==> src/rtl/alu_out_mux_pipe.sv <==
// alu_out_mux_pipe: registered one-hot result mux for the ALU output stage.
//
// Picks one of N K-bit channel results with a one-hot select and tags the
// result with a zero flag and a select-error flag. The tagged entry is queued
// in a DEPTH-entry buffer with valid/ready on both sides. Every accepted entry
// with an illegal select is also tracked by a sticky flag and a saturating
// counter.
//
// Ports:
//   clk, rst_n    clock (rising edge), asynchronous active-low reset
//   in_data       packed channel results, channel i at [i*K +: K]
//   sel           one-hot channel select
//   in_valid      producer has an entry
//   in_ready      buffer has room (occupancy < DEPTH)
//   out_data      head entry result (last value held while empty)
//   out_zero      head entry result is zero
//   out_sel_err   head entry had an illegal select
//   out_valid     buffer non-empty
//   out_ready     consumer takes the head entry
//   err_clr       synchronous clear of err_sticky / err_count
//   err_sticky    an illegal select was accepted since reset or clear
//   err_count     saturating count of accepted illegal selects
module alu_out_mux_pipe #(
  parameter int unsigned K     = 7,
  parameter int unsigned N     = 6,
  parameter int unsigned DEPTH = 2,
  parameter int unsigned CNT_W = 8
) (
  input  logic             clk,
  input  logic             rst_n,
  input  logic [N*K-1:0]   in_data,
  input  logic [N-1:0]     sel,
  input  logic             in_valid,
  output logic             in_ready,
  output logic [K-1:0]     out_data,
  output logic             out_zero,
  output logic             out_sel_err,
  output logic             out_valid,
  input  logic             out_ready,
  input  logic             err_clr,
  output logic             err_sticky,
  output logic [CNT_W-1:0] err_count
);

  localparam int unsigned PtrW = (DEPTH > 1) ? $clog2(DEPTH) : 1;
  localparam int unsigned OccW = $clog2(DEPTH + 1);

  typedef logic [PtrW-1:0] ptr_t;
  typedef logic [OccW-1:0] occ_t;

  localparam ptr_t             LastPtr = ptr_t'(DEPTH - 1);
  localparam occ_t             Full    = occ_t'(DEPTH);
  localparam logic [CNT_W-1:0] CntMax  = {CNT_W{1'b1}};

  // ---------------------------------------------------------------------------
  // Select decode and result tagging
  // ---------------------------------------------------------------------------
  logic         sel_legal;
  logic [K-1:0] mux_result;
  logic [K-1:0] wr_data;
  logic         wr_zero;
  logic         wr_err;

  always_comb begin
    // Exactly one bit set: non-zero and clearing the lowest set bit leaves 0.
    sel_legal  = (sel != '0) && ((sel & (sel - N'(1))) == '0);
    mux_result = '0;
    for (int i = 0; i < N; i++) begin
      mux_result = mux_result | (in_data[i*K +: K] & {K{sel[i]}});
    end
    wr_data = sel_legal ? mux_result : '0;
    wr_zero = (wr_data == '0);
    wr_err  = ~sel_legal;
  end

  // ---------------------------------------------------------------------------
  // Output buffer
  // ---------------------------------------------------------------------------
  logic [K-1:0]     mem_data_q [DEPTH];
  logic [K-1:0]     mem_data_d [DEPTH];
  logic [DEPTH-1:0] mem_zero_q, mem_zero_d;
  logic [DEPTH-1:0] mem_err_q,  mem_err_d;
  ptr_t             wr_ptr_q, wr_ptr_d;
  ptr_t             rd_ptr_q, rd_ptr_d;
  occ_t             occ_q, occ_d;

  // Copy of the most recently popped entry, shown while the buffer is empty.
  logic [K-1:0]     last_data_q, last_data_d;
  logic             last_zero_q, last_zero_d;
  logic             last_err_q,  last_err_d;

  logic             push;
  logic             pop;
  logic [K-1:0]     head_data;
  logic             head_zero;
  logic             head_err;

  // in_ready depends on registered occupancy only, so a pop while full
  // cannot make room in the same cycle.
  assign in_ready  = (occ_q < Full);
  assign out_valid = (occ_q != '0);
  assign push      = in_valid & in_ready;
  assign pop       = out_valid & out_ready;

  assign head_data = mem_data_q[rd_ptr_q];
  assign head_zero = mem_zero_q[rd_ptr_q];
  assign head_err  = mem_err_q[rd_ptr_q];

  assign out_data    = out_valid ? head_data : last_data_q;
  assign out_zero    = out_valid ? head_zero : last_zero_q;
  assign out_sel_err = out_valid ? head_err  : last_err_q;

  always_comb begin
    mem_data_d = mem_data_q;
    mem_zero_d = mem_zero_q;
    mem_err_d  = mem_err_q;
    wr_ptr_d   = wr_ptr_q;
    rd_ptr_d   = rd_ptr_q;
    occ_d      = occ_q;
    last_data_d = last_data_q;
    last_zero_d = last_zero_q;
    last_err_d  = last_err_q;

    if (push) begin
      mem_data_d[wr_ptr_q] = wr_data;
      mem_zero_d[wr_ptr_q] = wr_zero;
      mem_err_d[wr_ptr_q]  = wr_err;
      wr_ptr_d = (wr_ptr_q == LastPtr) ? '0 : wr_ptr_q + ptr_t'(1);
    end

    if (pop) begin
      last_data_d = head_data;
      last_zero_d = head_zero;
      last_err_d  = head_err;
      rd_ptr_d = (rd_ptr_q == LastPtr) ? '0 : rd_ptr_q + ptr_t'(1);
    end

    unique case ({push, pop})
      2'b10:   occ_d = occ_q + occ_t'(1);
      2'b01:   occ_d = occ_q - occ_t'(1);
      default: occ_d = occ_q;
    endcase
  end

  // ---------------------------------------------------------------------------
  // Error tracking (accepted entries only)
  // ---------------------------------------------------------------------------
  logic             err_sticky_q, err_sticky_d;
  logic [CNT_W-1:0] err_count_q,  err_count_d;
  logic             err_accept;

  assign err_accept = push & wr_err;

  always_comb begin
    err_sticky_d = err_sticky_q;
    err_count_d  = err_count_q;
    if (err_clr) begin
      // A clear coinciding with an illegal accept leaves that one counted.
      err_sticky_d = err_accept;
      err_count_d  = err_accept ? CNT_W'(1) : '0;
    end else if (err_accept) begin
      err_sticky_d = 1'b1;
      if (err_count_q != CntMax) begin
        err_count_d = err_count_q + CNT_W'(1);
      end
    end
  end

  assign err_sticky = err_sticky_q;
  assign err_count  = err_count_q;

  // ---------------------------------------------------------------------------
  // State
  // ---------------------------------------------------------------------------
  always_ff @(posedge clk or negedge rst_n) begin
    if (!rst_n) begin
      for (int i = 0; i < DEPTH; i++) begin
        mem_data_q[i] <= '0;
      end
      mem_zero_q   <= '0;
      mem_err_q    <= '0;
      wr_ptr_q     <= '0;
      rd_ptr_q     <= '0;
      occ_q        <= '0;
      last_data_q  <= '0;
      last_zero_q  <= 1'b0;
      last_err_q   <= 1'b0;
      err_sticky_q <= 1'b0;
      err_count_q  <= '0;
    end else begin
      mem_data_q   <= mem_data_d;
      mem_zero_q   <= mem_zero_d;
      mem_err_q    <= mem_err_d;
      wr_ptr_q     <= wr_ptr_d;
      rd_ptr_q     <= rd_ptr_d;
      occ_q        <= occ_d;
      last_data_q  <= last_data_d;
      last_zero_q  <= last_zero_d;
      last_err_q   <= last_err_d;
      err_sticky_q <= err_sticky_d;
      err_count_q  <= err_count_d;
    end
  end

endmodule
==> config.mk <==
export PLATFORM = sky130hd
export DESIGN_NAME = alu_out_mux_pipe
export DESIGN_NICKNAME = d
export VERILOG_FILES = /design/src/rtl/alu_out_mux_pipe.sv
export SDC_FILE = /design/constraint.sdc
export NUM_CORES = 1
export LEC_CHECK = 0
export ABC_AREA = 1
export ABC_CLOCK_PERIOD_IN_PS = 4400
export CAP_MARGIN = 25
export CORE_UTILIZATION = 35
export CTS_BUF_LIST = sky130_fd_sc_hd__clkbuf_16
export CTS_CLUSTER_SIZE = 12
export DETAILED_ROUTE_END_ITERATION = 10
export PLACE_DENSITY_LB_ADDON = 0.15
export SLEW_MARGIN = 20
export SYNTH_ARGS = -nofsm -noshare
export SYNTH_HDL_FRONTEND = slang
export SYNTH_SLANG_ARGS = --single-unit
==> constraint.sdc <==
create_clock -name clk -period 4.4 [get_ports clk]
set_clock_uncertainty 0.1 [all_clocks]
set_input_delay 0.88 -clock clk [delete_from_list [all_inputs] [get_ports clk]]
set_output_delay 0.88 -clock clk [all_outputs]
set_load 0.05 [all_outputs]
# Word level (Yosys, flattened, before mapping)
# Cells that the tools add are included.
[totals] in_bits=53 out_inout_bits=20 regBits=40 elab_cells=84
[classes] addsub=6 n_eq_ne=3 reduce_logical=11 bitwise=18 n_lt_le_gt_ge=7 mux=27
[op_table] cell="AND 7 bit" count=6
[op_table] cell="two-way mux 7 bit" count=6
[op_table] cell="bitwise OR 7 bit" count=5
[op_table] cell="two-way mux 8 bit" count=3
[op_table] cell="bitwise mux 14 bit" count=1
[op_table] cell="two-way mux 1 bit" count=12
[op_table] cell="adder 8 x 1 -> 8 bit, second input constant" count=1
[op_table] cell="inequality test 8 bit, second input constant" count=1
[op_table] cell="nonzero test 2 bit" count=4
[op_table] cell="demux 7 bit (select 1 bit)" count=1
[op_table] cell="zero test 7 bit" count=1
[op_table] cell="AND 6 bit" count=1
[op_table] cell="zero test 6 bit" count=1
[op_table] cell="nonzero test 6 bit" count=1
[op_table] cell="subtractor 6 x 1 -> 6 bit, second input constant" count=1
[op_table] cell="bitwise mux 2 bit" count=2
[op_table] cell="greater-or-equal comparator 2 bit, second input constant" count=2
[op_table] cell="less-than comparator 1 x 2 -> 1 bit, second input constant" count=2
[op_table] cell="NOT 1 -> 2 bit" count=2
[op_table] cell="one-hot mux 2 bit (2 select lines)" count=1
[op_table] cell="AND 1 bit" count=3
[op_table] cell="logical AND 1 bit" count=3
[op_table] cell="adder 1 bit, second input constant" count=2
[op_table] cell="adder 2 x 1 -> 2 bit, second input constant" count=1
[op_table] cell="other kinds (9)" count=9

# Longest topological paths before layout
[logic_depth] depth_word=9 mapped_depth=12 depth_no_buf=10

# Least setup slack after synthesis
# OpenSTA, ideal clock, no wires.
[synth_timing] path_type="register to output" start="reg occ_q[0]" end="out out_data[0]" arrival_time_ns=2.300 t_required_ns=3.420 setup_slack_ns=1.120 n_path_buf=2 path_stages_with_launch=6 cell_sequence="dfrtp_1 > nor2_1 > inv_1 > clkbuf_1 > clkbuf_1 > o21ai_0"
[synth_via] elab_chain_cells=2
[synth_rtl] element="from (decl)" line="85" source="occ_t occ_q, occ_d;"
[synth_rtl] element="from (signal assigned)" line="184" source="occ_q <= '0;"
[synth_rtl] element="from (signal assigned)" line="196" source="occ_q <= occ_d;"
[synth_rtl] element="nonzero test 2 bit" line="101" source="assign out_valid = (occ_q != '0);"
[synth_rtl] element="net out_valid" line="38" source="output logic out_valid,"
[synth_rtl] element="two-way mux 7 bit" line="109" source="assign out_data = out_valid ? head_data : last_data_q;"
[synth_rtl] element="to (decl)" line="35" source="output logic [K-1:0] out_data,"
# The timed path passes the listed nets, and every way through them passes these cells.

# Worst setup path in the final report
[layout_timing] start="reg occ_q[0]" end="out out_data[6]"
[layout_via] elab_chain_cells=2
[layout_rtl] element="nonzero test 2 bit" line="101"
[layout_rtl] element="two-way mux 7 bit" line="109"
# No other way between the ends.

==> results.py <==
metrics = {
    "grt": {
        "grt_start_max_net_pins": 41,
        "overflow": 0,
        "antenna_found_initial": 0,
        "grt_first_pass_wirelength_um": 9308,
        "grt_pass1_vias": 2032,
        "track_usage_pct": 16.14,
    },
    "drt": {
        "drt_iter0_markers": 153,
        "wl_um": 5506,
        "first_pass_iters": 9,
        "num_vias": 2285,
        "drc_errors": 4,
        "postRouteAntennaNets": 0,
        "routedWlPerCell_um": 11.24,
        "viasPerCell": 4.663,
    },
    "clock_tree": {
        "cts.sinks": 40,
        "cts_tree": "built",
        "cts-root-buf": "clkbuf_16",
        "htree_levels": 2,
        "insertion_delay_ps": 280,
        "clockBufferDepth": 2,
        "numCtsBuffers": 5,
        "cts.clk_slew.worst_paths_ps": 60,
        "ctsResizeCount": 0,
        "cts_hold_buf": 0,
        "cts_setup_buffers": 0,
    },
    "final_layout": {
        "final_cell_mix": "155 x nand2_1, 71 x clkdlybuf4s50_1, 40 x dfrtp_1",
        "fillCellCount": 674,
        "syn_to_final_growth_pct": 35.91,
        "fin_util_pct": 50.16,
        "drive_above_1_share_pct": 6.053,
        "nets": 467,
        "antenna_cells": 0,
        "layout_commonest_cell": "nand2_1",
    },
    "timing": {
        "tightest_slew_ps": 902.1,
        "relSlewSlack_pct": 39.86,
        "period_share_pct": 70.16,
        "timing.fmax_ghz": 0.3239,
        "hold_viol": 0,
        "setup_tns_ps": 0,
        "final.min_clock_period_ps": 3087,
        "rsz0062_at_grt": "no",
        "slew_viol_final": 0,
        "timing.hold.ws_ps": 388.0,
        "setup_violations": 0,
    },
    "pwr": {
        "swShare_pct": 43.26,
        "peakVddDrop_mv": 0.1474,
        "total_leakage_power_uw": 0.001540,
        "seqPwrFrac_pct": 33.2,
        "powerDensity_nw_per_um2": 519.9,
        "p_int_uw": 961.1,
        "power_frac_clock_pct": 20.3,
        "power_switching_uw": 732.7,
        "pwr-share-comb_pct": 46.5,
        "totalPowerFinal_uw": 1694,
    },
    "floorplan": {
        "num_rows": 29,
        "core_um2": 6495,
        "die_x_um": 84.76,
        "floorplan.initialDensity_pct": 36.91,
        "die_area_um2": 7184,
        "pin_count": 73,
        "die_h_um": 84.76,
    },
    "logic_synthesis": {
        "synth_top_cell_by_area": "dfrtp_1",
        "yosysWarnings": 0,
        "ys_seq_area_share_pct": 41.75,
        "synth.top_cell.area_share_pct": 41.75,
        "synth_top_family_by_area": "simple AND/OR/NAND/NOR gates",
        "synth_mux_area_share_pct": 0,
        "async_reset_ff_share_pct": 100.0,
        "synth_ff_type": "dfrtp_1",
        "synth-compound-area-share_pct": 10.96,
        "syn_area_um2": 2397,
        "synth_fa_ha_area_share_pct": 1.044,
        "synth_area_leaders": "dfrtp_1 42%, nand2_1 24%, o21ai_0 8.1%",
        "syn_area_per_cell_um2": 6.909,
        "synth-edff-count": 0,
        "syn_nets": 402,
        "synth-seq-cells": 40,
        "synthCells": 347,
        "synth_cell_types": 26,
        "synthSimpleGateAreaFrac_pct": 35.18,
        "synth_xor_area_share_pct": 1.827,
    },
    "critical_path": {
        "worstReg2RegStart": "occ_q[0]$_DFFE_PN0P_",
        "path_class": "flip-flop to output port",
        "r2r_slack_ps": 2070,
        "endpoint_kind": "output port",
        "path_max_fanout": 20,
        "r2r-end": "occ_q[1]$_DFFE_PN0P_",
        "worstPathArrival_ps": 2110,
        "cp.required_ps": 3420,
        "r2r_cells": 8,
        "critPathLaunchType": "flip-flop",
    },
    "run": {
        "cap_violations": 0,
    },
    "status": {
        "violations": "DRC",
        "status": "finished with violations",
    },
    "min_path": {
        "hold_start": "mem_data_q[4]$_DFFE_PN0P_",
        "whs_path_depth": 2,
        "whs_endpoint": "mem_data_q[4]$_DFFE_PN0P_",
        "hp-class": "flip-flop to flip-flop",
    },
    "placed_design": {
        "dp_hpwl_um": 4208,
        "port_buffers": 72,
        "gp_congestion": 0.7581,
    },
}
## worst max-delay path by stage
stage | slack (ps) | cells past startpoint | endpoint | startpoint
floorplan | 1120 | 5 | out_data[0] | occ_q[0]$_DFFE_PN0P_
global placement | 1530 | 11 | err_count[6]$_DFFE_PN0P_ | sel[0]
detailed placement | 1430 | 11 | err_count[6]$_DFFE_PN0P_ | sel[2]
CTS | 1290 | 5 | out_data[1] | occ_q[0]$_DFFE_PN0P_
global route | 1100 | 5 | out_zero | occ_q[0]$_DFFE_PN0P_
finish | 1310 | 5 | out_data[6] | occ_q[0]$_DFFE_PN0P_
## cell usage after synthesis (2+ instances only)
| cell type | count |
|---|---|
| o21ai_2 | 3 |
| dfrtp_1 | 40 |
| nand3_1 | 8 |
| nor2_1 | 21 |
| buf_4 | 3 |
| inv_1 | 31 |
| buf_6 | 3 |
| nor2_4 | 5 |
| o21ai_0 | 39 |
| nand4_1 | 4 |
| nand3_2 | 2 |
| clkbuf_1 | 5 |
| a21oi_1 | 4 |
| clkinv_1 | 2 |
| xor2_1 | 4 |
| nor3_1 | 2 |
| ha_1 | 2 |
| buf_2 | 3 |
| inv_2 | 2 |
| nand2_1 | 155 |
| or2_2 | 2 |
| nand2_2 | 3 |
## power groups by stage
stage                     logic [µW]  clock network (µW)  registers [µW]
after floorplan                  538                   0             572
after global placement           785                   0             564
after detailed placement         794                   0             570
after CTS                        798                 358             563
after global routing             869                 373             576
final                            787                 344             562
## cells by family (layout without fill, tap and decap cells)
group / Yosys count / after routing
buffers and inverters: 49 / 115
XOR/XNOR: 5 / 5
flip-flops: 40 / 40
AO/OA/AOI/OAI: 49 / 49
AND/OR/NAND/NOR: 202 / 202
adder cells (fa/ha/maj): 2 / 2
## sequential cells by signal, summed over array words and instances, names as in the netlist
signal,count
err_sticky,1
mem_zero_q,2
last_zero_q,1
occ_q,2
mem_data_q,14
rd_ptr_q,1
err_count,8
last_data_q,7
wr_ptr_q,1
mem_err_q,2
last_err_q,1
## per-stage QoR
| stage | instances | instance area, µm² | setup slack (ps) |
|---|---|---|---|
| after global routing | 490 | 3258 | 1098 |
| after floorplan | 347 | 2397 | 1120 |
| after CTS | 490 | 3258 | 1290 |
| after global placement | 482 | 3119 | 1529 |
| final | 490 | 3258 | 1313 |
| after detailed placement | 482 | 3119 | 1426 |
## layout make-up
| class | count | area [µm²] | share of cell area, % |
|---|---|---|---|
| sequential | 40 | 1001 | 30.72 |
| clock buffer | 5 | 125.1 | 3.840 |
| inverter | 35 | 131.4 | 4.032 |
| clock inverter | 3 | 13.76 | 0.4224 |
| tap | 77 | 96.34 | 2.957 |
| multi-input combinational | 258 | 1175 | 36.06 |
| timing repair buffer | 72 | 715.7 | 21.97 |
## critical path: stages, from the launching register on
cell	delay, ps
dfrtp_1	390
nor2_1	50
inv_1	360
nand2_1	100
o21ai_0	90
clkdlybuf4s50_1	830
## layer usage
| metal | share of wire, % | up-vias | GRT usage, % |
|---|---|---|---|
| met3 | 6.2 | 4 | 3.736 |
| met2 | 42 | 82 | 24.32 |
| li1 | - | 1204 | - |
| met1 | 51 | 995 | 23.33 |
| met5 | 0 | - | 0 |
| met4 | 0.56 | 0 | 4.160 |
No activity file was read; power rests on OpenSTA's default activity.
